===== src/rtl/aclk_pkg.sv =====
// Shared types and key codes for the alarm-clock keypad controller.
package aclk_pkg;

    typedef enum logic [2:0] {
        SHOW_TIME,
        KEY_CLEAR,
        KEY_STORED,
        KEY_WAIT,
        KEY_ENTRY,
        LOAD_A,
        LOAD_C,
        SHOW_ALARM
    } state_t;

    localparam logic [3:0] KEY_ALARM = 4'd10;
    localparam logic [3:0] KEY_TIME  = 4'd11;
    localparam logic [3:0] KEY_NOKEY = 4'd15;

    // Codes 0..9 are digit keys.
    function automatic logic is_digit(input logic [3:0] key);
        return key <= 4'd9;
    endfunction

endpackage


===== src/rtl/aclk_timeout_cnt.sv =====
// Inactivity timer: counts one_second pulses while enabled and not cleared.
module aclk_timeout_cnt #(
    parameter int unsigned TIMEOUT_S = 10
) (
    input  logic clk,
    input  logic reset,
    input  logic en,
    input  logic clr,
    input  logic one_second,
    output logic timeout
);

    localparam logic [3:0] LAST = 4'(TIMEOUT_S - 1);

    logic [3:0] cnt;

    // Key activity (clr) overrides a coincident second pulse.
    assign timeout = en && !clr && one_second && (cnt == LAST);

    // Second counter, held at zero outside the entry states.
    always_ff @(posedge clk or negedge reset) begin
        if (!reset) begin
            cnt <= '0;
        end else if (clr || !en) begin
            cnt <= '0;
        end else if (one_second) begin
            cnt <= timeout ? '0 : cnt + 4'd1;
        end
    end

endmodule


===== src/rtl/aclk_key_ctrl.sv =====
// Alarm-clock keypad controller: sequences key-register shift/clear and
// the alarm/time load strobes. All outputs decode from the registered state.
module aclk_key_ctrl
    import aclk_pkg::*;
#(
    parameter int unsigned TIMEOUT_S  = 10,
    parameter int unsigned NUM_DIGITS = 4
) (
    input  logic       clk,
    input  logic       reset,
    input  logic [3:0] key,
    input  logic       one_second,
    output logic       shift,
    output logic       kr_clear,
    output logic       load_new_a,
    output logic       load_new_c,
    output logic       show_new_time,
    output logic       show_a
);

    localparam int unsigned CW = $clog2(NUM_DIGITS + 1);
    localparam logic [CW-1:0] DIG_FULL = CW'(NUM_DIGITS);

    state_t        state_q, state_d;
    logic [CW-1:0] digit_cnt;
    logic          key_digit, key_alarm, key_time, key_active, key_none;
    logic          entry_st, timeout;

    assign key_digit  = is_digit(key);
    assign key_alarm  = (key == KEY_ALARM);
    assign key_time   = (key == KEY_TIME);
    assign key_active = key_digit || key_alarm || key_time;
    // Codes 12..14 behave exactly like NOKEY.
    assign key_none   = !key_active;
    assign entry_st   = (state_q == KEY_WAIT) || (state_q == KEY_ENTRY);

    aclk_timeout_cnt #(
        .TIMEOUT_S (TIMEOUT_S)
    ) u_timeout (
        .clk        (clk),
        .reset      (reset),
        .en         (entry_st),
        .clr        (key_active),
        .one_second (one_second),
        .timeout    (timeout)
    );

    // State register.
    always_ff @(posedge clk or negedge reset) begin
        if (!reset) state_q <= SHOW_TIME;
        else        state_q <= state_d;
    end

    // Digit counter: saturates at NUM_DIGITS, cleared whenever SHOW_TIME is entered.
    always_ff @(posedge clk or negedge reset) begin
        if (!reset) begin
            digit_cnt <= '0;
        end else if (state_d == SHOW_TIME) begin
            digit_cnt <= '0;
        end else if (state_q == KEY_STORED && digit_cnt != DIG_FULL) begin
            digit_cnt <= digit_cnt + 1'b1;
        end
    end

    // Next-state logic.
    always_comb begin
        state_d = state_q;
        unique case (state_q)
            SHOW_TIME: begin
                if (key_alarm)      state_d = SHOW_ALARM;
                else if (key_digit) state_d = KEY_CLEAR;
            end
            KEY_CLEAR:  state_d = KEY_STORED;
            KEY_STORED: state_d = KEY_WAIT;
            KEY_WAIT: begin
                if (key_none)     state_d = KEY_ENTRY;
                else if (timeout) state_d = SHOW_TIME;
            end
            KEY_ENTRY: begin
                if (key_digit)      state_d = KEY_STORED;
                else if (key_alarm) state_d = (digit_cnt == DIG_FULL) ? LOAD_A : SHOW_TIME;
                else if (key_time)  state_d = (digit_cnt == DIG_FULL) ? LOAD_C : SHOW_TIME;
                else if (timeout)   state_d = SHOW_TIME;
            end
            LOAD_A, LOAD_C: state_d = SHOW_TIME;
            SHOW_ALARM: begin
                if (!key_alarm) state_d = SHOW_TIME;
            end
            default: state_d = SHOW_TIME;
        endcase
    end

    // Moore output decode.
    always_comb begin
        kr_clear      = (state_q == KEY_CLEAR);
        shift         = (state_q == KEY_STORED);
        load_new_a    = (state_q == LOAD_A);
        load_new_c    = (state_q == LOAD_C);
        show_a        = (state_q == SHOW_ALARM);
        show_new_time = (state_q == KEY_CLEAR) || (state_q == KEY_STORED) ||
                        (state_q == KEY_WAIT)  || (state_q == KEY_ENTRY);
    end

endmodule


===== config.mk =====
export PLATFORM = sky130hd
export DESIGN_NAME = aclk_key_ctrl
export DESIGN_NICKNAME = d
export VERILOG_FILES = /design/src/rtl/aclk_pkg.sv /design/src/rtl/aclk_timeout_cnt.sv /design/src/rtl/aclk_key_ctrl.sv
export SDC_FILE = /design/constraint.sdc
export NUM_CORES = 1
export LEC_CHECK = 0
export BUFFER_PORTS_ARGS = -buffer_cell sky130_fd_sc_hd__buf_2
export CORE_MARGIN = 4
export CORE_UTILIZATION = 50
export CTS_BUF_LIST = sky130_fd_sc_hd__clkbuf_4 sky130_fd_sc_hd__clkbuf_8 sky130_fd_sc_hd__clkbuf_16
export DETAILED_ROUTE_END_ITERATION = 7
export GPL_TIMING_DRIVEN = 0
export PLACE_DENSITY = 0.81
export SETUP_SLACK_MARGIN = 0.5
export SYNTH_ARGS = -nofsm -noshare
export SYNTH_HDL_FRONTEND = slang
export SYNTH_SLANG_ARGS = --single-unit

===== constraint.sdc =====
create_clock -name clk -period 2.7 [get_ports clk]
set_input_delay 0 -clock clk [delete_from_list [all_inputs] [get_ports clk]]
set_output_delay 0 -clock clk [all_outputs]
set_load 0.02 [all_outputs]

==> impl_metrics.env, run 1 <==
export IMPL_outcome="completed"
export IMPL_setup_violations=0
export IMPL_final_period_utilization=0.638
export IMPL_yosys_warnings=0
export IMPL_grt_max_degree=11
export IMPL_portBuffers=11
export IMPL_vias=672
export IMPL_layout_commonest_cell="buf_2"
export IMPL_start_util=0.529
export IMPL_synth_area_um2=797
export IMPL_reg2regPathDepth=6
export IMPL_clkTransAtPathRegs_ps=70
export IMPL_slew_headroom=0.699
export IMPL_endpoint_kind="flip-flop"
export IMPL_critical_path_required_ps=2820
export IMPL_dieArea_mm2=0.00230
export IMPL_dp_cells=115
export IMPL_finalSetupTns_ps=0
export IMPL_ctsResizeCount=0
export IMPL_layoutNonFillerInstCount=120
export IMPL_min_period_ps=1720
export IMPL_chipWidth_um=47.9
export IMPL_hold_viol_final=0
export IMPL_final_cell_mix="buf_2, dfrtp_1, inv_1, nand2_1, nor2_1"
export IMPL_drive_gt1_frac=0.240
export IMPL_ys_seq_elements=10
export IMPL_postSynthCellCount=88
export IMPL_synthTopCellsByArea="dfrtp_1, ha_1, mux2i_1"
export IMPL_layout_nets=116
export IMPL_grt_pass1_vias=564
export IMPL_fmax_mhz=581
export IMPL_synth_top_area_cell="dfrtp_1"
export IMPL_slew_viol_final=0
export IMPL_remaining_drc_errors=0
export IMPL_hold_class="input port to flip-flop"
export IMPL_min_path_cells=3
export IMPL_dr_first_iter_drc_count=12
export IMPL_clock_path_buffers=2
export IMPL_grt_usage=0.156
export IMPL_power_density_mw_per_mm2=846
export IMPL_cp_arrival_ps=1840
export IMPL_vias_per_cell=5.60
export IMPL_rows=14
export IMPL_antenna_found_initial=0
export IMPL_worstPathCellList="inv_1 -> ha_1 -> and4b_1 -> o21ai_0 -> nor4b_2 -> a31oi_1"
export IMPL_crit_family="simple AND/OR/NAND/NOR gates"
export IMPL_cp_depth=6
export IMPL_syn_avg_cell_area_um2=9.06
export IMPL_power_uw=777
export IMPL_gp_congestion=0.904
export IMPL_syn_num_nets=99
export IMPL_ys_seq_area_frac=0.314
export IMPL_crit_fanout=5
export IMPL_cts_sinks=10
export IMPL_h_tree_depth=1
export IMPL_rsz0062_at_grt="false"
export IMPL_cap_violations=0
export IMPL_n_antenna_cell=0
export IMPL_yosys_area_top_type_share=0.314
export IMPL_slowest_stage="nor4b_2"
export IMPL_cts_tree="yes"
export IMPL_drtPass1Iterations=4
export IMPL_insertion_delay_ps=260
export IMPL_grt_pass1_wl_um=2460
export IMPL_overflow=0
export IMPL_io_pins=13
export IMPL_r2r_slack_ps=980
export IMPL_core_mm2=0.00151
export IMPL_ant_nets=0
export IMPL_path_buf_inv=1
export IMPL_finClkSkew_ps=5.32
export IMPL_hpwl_um=1190
export IMPL_fin_util=0.610
export IMPL_tightest_slew_ps=448
export IMPL_numCtsBuffers=3
export IMPL_critPathKind="flip-flop to flip-flop"
export IMPL_critPathLaunchType="flip-flop"
export IMPL_wirelength_um=1570
export IMPL_slowest_delay_ps=400
export IMPL_post_drt_wl_per_cell_um=13.0
export IMPL_die_y_um=47.9
export IMPL_synth_distinct_cells=36
export IMPL_leakage_nw=0.445
export IMPL_cts_root_buffer="clkbuf_4"
export IMPL_irDropWorstVdd_v=0.000394
export IMPL_synthToLayoutAreaGrowth_pct=15.2
-- sequential cells by signal, summed over array words and instances (netlist names) --
register and cells:
state_q 3, u_timeout.cnt 4, digit_cnt 3
-- metrics by stage --
step | setup WS [ps] | area, µm² | hold WS, ps
CTS | 992 | 918 | 96.3
global route | 866 | 918 | 127
global placement | 1060 | 872 | -140
floorplan | 1230 | 797 | -296
detailed placement | 1030 | 872 | -135
finish | 978 | 918 | 103
-- worst paths after layout --
| check | startpoint | endpoint |
|---|---|---|
| max | digit_cnt[0]$_DFFE_PN0P_ | digit_cnt[0]$_DFFE_PN0P_ |
| min | one_second | u_timeout.cnt[0]$_DFFE_PN0P_ |
| max reg2reg | digit_cnt[0]$_DFFE_PN0P_ | digit_cnt[0]$_DFFE_PN0P_ |
| min reg2reg | u_timeout.cnt[3]$_DFFE_PN0P_ | u_timeout.cnt[3]$_DFFE_PN0P_ |
| max in group asynchronous | reset | state_q[2]$_DFF_PN0_ |
| min in group asynchronous | reset | digit_cnt[2]$_DFFE_PN0P_ |
-- where the power goes --
| group | switching, mW | total (mW) | internal [mW] |
|---|---|---|---|
| logic | 0.243 | 0.423 | 0.179 |
| clock network | 0.0476 | 0.129 | 0.0817 |
| registers | 0.0372 | 0.225 | 0.188 |
| total | 0.328 | 0.777 | 0.449 |
-- cells in the mapped netlist, drive strengths merged --
cell type,n
o21ai,5
ha,4
a31oi,4
and3b,2
o211ai,2
nor2b,1
xor2,1
or2b,1
nor2,6
nor4b,1
a21o,1
nor3,2
o22ai,1
a311oi,1
buf,4
nand4b,1
and3,2
nor4,1
a21boi,1
or3,1
dfrtp,10
and2,1
a211oi,2
and4b,2
nor3b,3
mux2i,4
nand3,2
nand4bb,2
a21oi,2
nand2,8
xnor2,1
inv,8
nand2b,1
-- layer usage --
layer / vias to the layer above / share of wire / global-route usage
li1: 351 / - / -
met1: 304 / 0.49 / 0.217
met2: 15 / 0.45 / 0.224
met3: 2 / 0.046 / 0.0226
met4: 0 / 0.0083 / 0.0968
met5: - / 0 / 0
-- cell families after synthesis --
logic type | after synthesis | synth area share
buf+inv | 12 | 0.0848
flops | 10 | 0.314
compound gates | 19 | 0.157
mux | 4 | 0.0502
fa+ha+maj | 4 | 0.0628
xor+xnor | 2 | 0.0220
simple gates | 37 | 0.309
-- worst min-delay path: stages --
cell and delay, ps:
buf_2 140, mux2i_1 80, nor2_1 90
-- repair_timing --
action	in CTS	in global routing
buffers inserted	0	0
hold buffers	1	0
hold endpoints to repair	10	0
-- area by class of cell --
type	instances	area (µm²)
sequential	10	250
clock buffer	4	36.3
timing repair buffer	12	65.1
fill	145	588
tap	16	20.0
inverter	8	30.0
buffer	4	37.5
multi-input combinational	66	479
(Power assumes the default switching activity.)
==> run 2, diff against run 1 <==
==> constraint.sdc (replaced) <==
create_clock -name clk -period 1.7 [get_ports clk]
set_input_delay 0 -clock clk [delete_from_list [all_inputs] [get_ports clk]]
set_output_delay 0 -clock clk [all_outputs]
set_load 0.02 [all_outputs]
==> run 2 against run 1 <==
Effect of this change:
- first-iteration DRC count grew 120%
- sequential power increased by 63%
- wire length up 73%
- critical path depth unchanged
- core utilization increased by 19 points
- global-route usage is 5.3 points higher
- clock power up 61%
- combinational power rose to 2.8 times the previous value
- power is 130% higher
- final cell count up 15%
- critical endpoint unchanged
==> impl_metrics.env, run 2 (synthesized netlist as in run 1, its figures left out) <==
export IMPL_grt_usage=0.208
export IMPL_ant_nets=0
export IMPL_wirelength_um=2710
export IMPL_grt_pass1_vias=738
export IMPL_h_tree_depth=1
export IMPL_power_density_mw_per_mm2=1460
export IMPL_cts_sinks=10
export IMPL_hpwl_um=1200
export IMPL_outcome="completed"
export IMPL_clkTransAtPathRegs_ps=70
export IMPL_synthToLayoutAreaGrowth_pct=52.0
export IMPL_final_period_utilization=0.930
export IMPL_fmax_mhz=633
export IMPL_min_period_ps=1580
export IMPL_setup_violations=0
export IMPL_worstPathCellList="inv_1 -> ha_2 -> and3b_2 -> o211ai_1 -> a211oi_2 -> a31oi_1"
export IMPL_irDropWorstVdd_v=0.000817
export IMPL_nFillCells=63
export IMPL_hold_viol_final=0
export IMPL_drive_gt1_frac=0.484
export IMPL_dp_cells=115
export IMPL_gp_congestion=0.930
export IMPL_numCtsBuffers=3
export IMPL_top_register="u_timeout.cnt"
export IMPL_multiInputGateArea_um2=576
export IMPL_die_y_um=47.9
export IMPL_slew_viol_final=0
export IMPL_grt_pass1_wl_um=3240
export IMPL_vias=844
export IMPL_dieArea_mm2=0.00230
export IMPL_n_antenna_cell=0
export IMPL_seqCellArea_um2=251
export IMPL_insertion_delay_ps=260
export IMPL_cts_tree="yes"
export IMPL_reg_largest_list="u_timeout.cnt x4, digit_cnt x3, state_q x3"
export IMPL_power_mw=1.77
export IMPL_rows=14
export IMPL_critPathLaunchType="flip-flop"
export IMPL_remaining_drc_errors=0
export IMPL_vias_per_cell=6.12
export IMPL_drtPass1Iterations=4
export IMPL_clock_path_buffers=2
export IMPL_antenna_found_initial=0
export IMPL_finClkSkew_ps=2.94
export IMPL_critPathKind="flip-flop to flip-flop"
export IMPL_dr_first_iter_drc_count=26
export IMPL_critical_path_required_ps=1820
export IMPL_chipWidth_um=47.9
export IMPL_start_util=0.529
export IMPL_final_cell_mix="buf_6, buf_4, dfrtp_1"
export IMPL_cts_root_buffer="clkbuf_4"
export IMPL_portBuffers=11
export IMPL_cp_arrival_ps=1700
export IMPL_layout_nets=134
export IMPL_rsz0062_at_grt="true"
export IMPL_slowest_stage="dfrtp_1"
export IMPL_core_mm2=0.00151
export IMPL_grt_max_degree=11
export IMPL_slowest_delay_ps=390
export IMPL_tightest_slew_ps=448
export IMPL_io_pins=13
export IMPL_overflow=0
export IMPL_slew_headroom=0.700
export IMPL_leakage_nw=0.576
export IMPL_hold_class="input port to asynchronous set/reset pin"
export IMPL_largest_register_ffs=4
export IMPL_post_drt_wl_per_cell_um=19.6
export IMPL_crit_fanout=4
export IMPL_layoutNonFillerInstCount=138
export IMPL_endpoint_kind="flip-flop"
export IMPL_cap_violations=0
==> run 2: changes by cell type in the layout (fill, tap and decap cells not counted), sizes merged <==
cell / before / now
buf: 15 / 33
==> run 2: final timing paths <==
path | start | end | slack [ps] | cells after the start
hold / removal | reset | u_timeout.cnt[1]$_DFFE_PN0P_ | 130 | 2
max in group asynchronous | reset | state_q[0]$_DFF_PN0_ | 1370 | 2
min in group clk | one_second | u_timeout.cnt[0]$_DFFE_PN0P_ | 140 | 3
setup reg to reg | u_timeout.cnt[1]$_DFFE_PN0P_ | digit_cnt[0]$_DFFE_PN0P_ | 120 | 6
setup / recovery | u_timeout.cnt[1]$_DFFE_PN0P_ | digit_cnt[0]$_DFFE_PN0P_ | 120 | 6
hold reg to reg | u_timeout.cnt[3]$_DFFE_PN0P_ | u_timeout.cnt[3]$_DFFE_PN0P_ | 610 | 2
==> run 2: area by class of cell <==
class | instances | area share
Multi-Input combinational cell | 66 | 0.475
Timing Repair Buffer | 30 | 0.212
Sequential cell | 10 | 0.208
Buffer | 4 | 0.0341
Clock buffer | 4 | 0.0300
Inverter | 8 | 0.0248
Tap cell | 16 | 0.0165
==> run 2: per-layer routing <==
layer	GRT usage	vias to the layer above	wire length [µm]
met5	0	-	0
met4	0.0806	0	53
met3	0.0338	6	97
met2	0.385	26	1360
met1	0.234	419	1200
li1	-	393	-
==> run 2: power by group <==
part           total [mW]  switching [mW]  leakage, nW  internal (mW)
combinational        1.20           0.574        0.426          0.624
sequential          0.367          0.0661        0.129          0.300
clock               0.208          0.0786       0.0210          0.130
total                1.77           0.719        0.576           1.05
==> run 2: worst max-delay path, delay by kind of cell, from the launching register on <==
| kind | cells | cell delay (ps) |
|---|---|---|
| compound gates | 3 | 630 |
| flops | 1 | 390 |
| simple gates | 1 | 190 |
| fa+ha+maj | 1 | 160 |
| buf+inv | 1 | 60 |
==> run 2: timing repair <==
action | in CTS | in global routing
hold buffers | 1 | 0
pin swaps | 9 | 12
buffers inserted | 14 | 4
setup endpoints to repair | 13 | 16
gates resized for setup | 14 | 24
endpoints found under the hold margin | 10 | 0
cloned | 0 | 0
==> run 2: per-stage QoR <==
stage	util	hold slack (ps)	worst slack [ps]	cell area (µm²)	setup TNS, ps
after floorplan	-	-296	325	815	0
after global placement	0.591	-142	159	890	0
after detailed placement	0.591	-133	145	890	0
after CTS	0.731	121	213	1100	0
after global routing	0.804	152	-134	1210	-316
final	0.804	130	119	1210	0
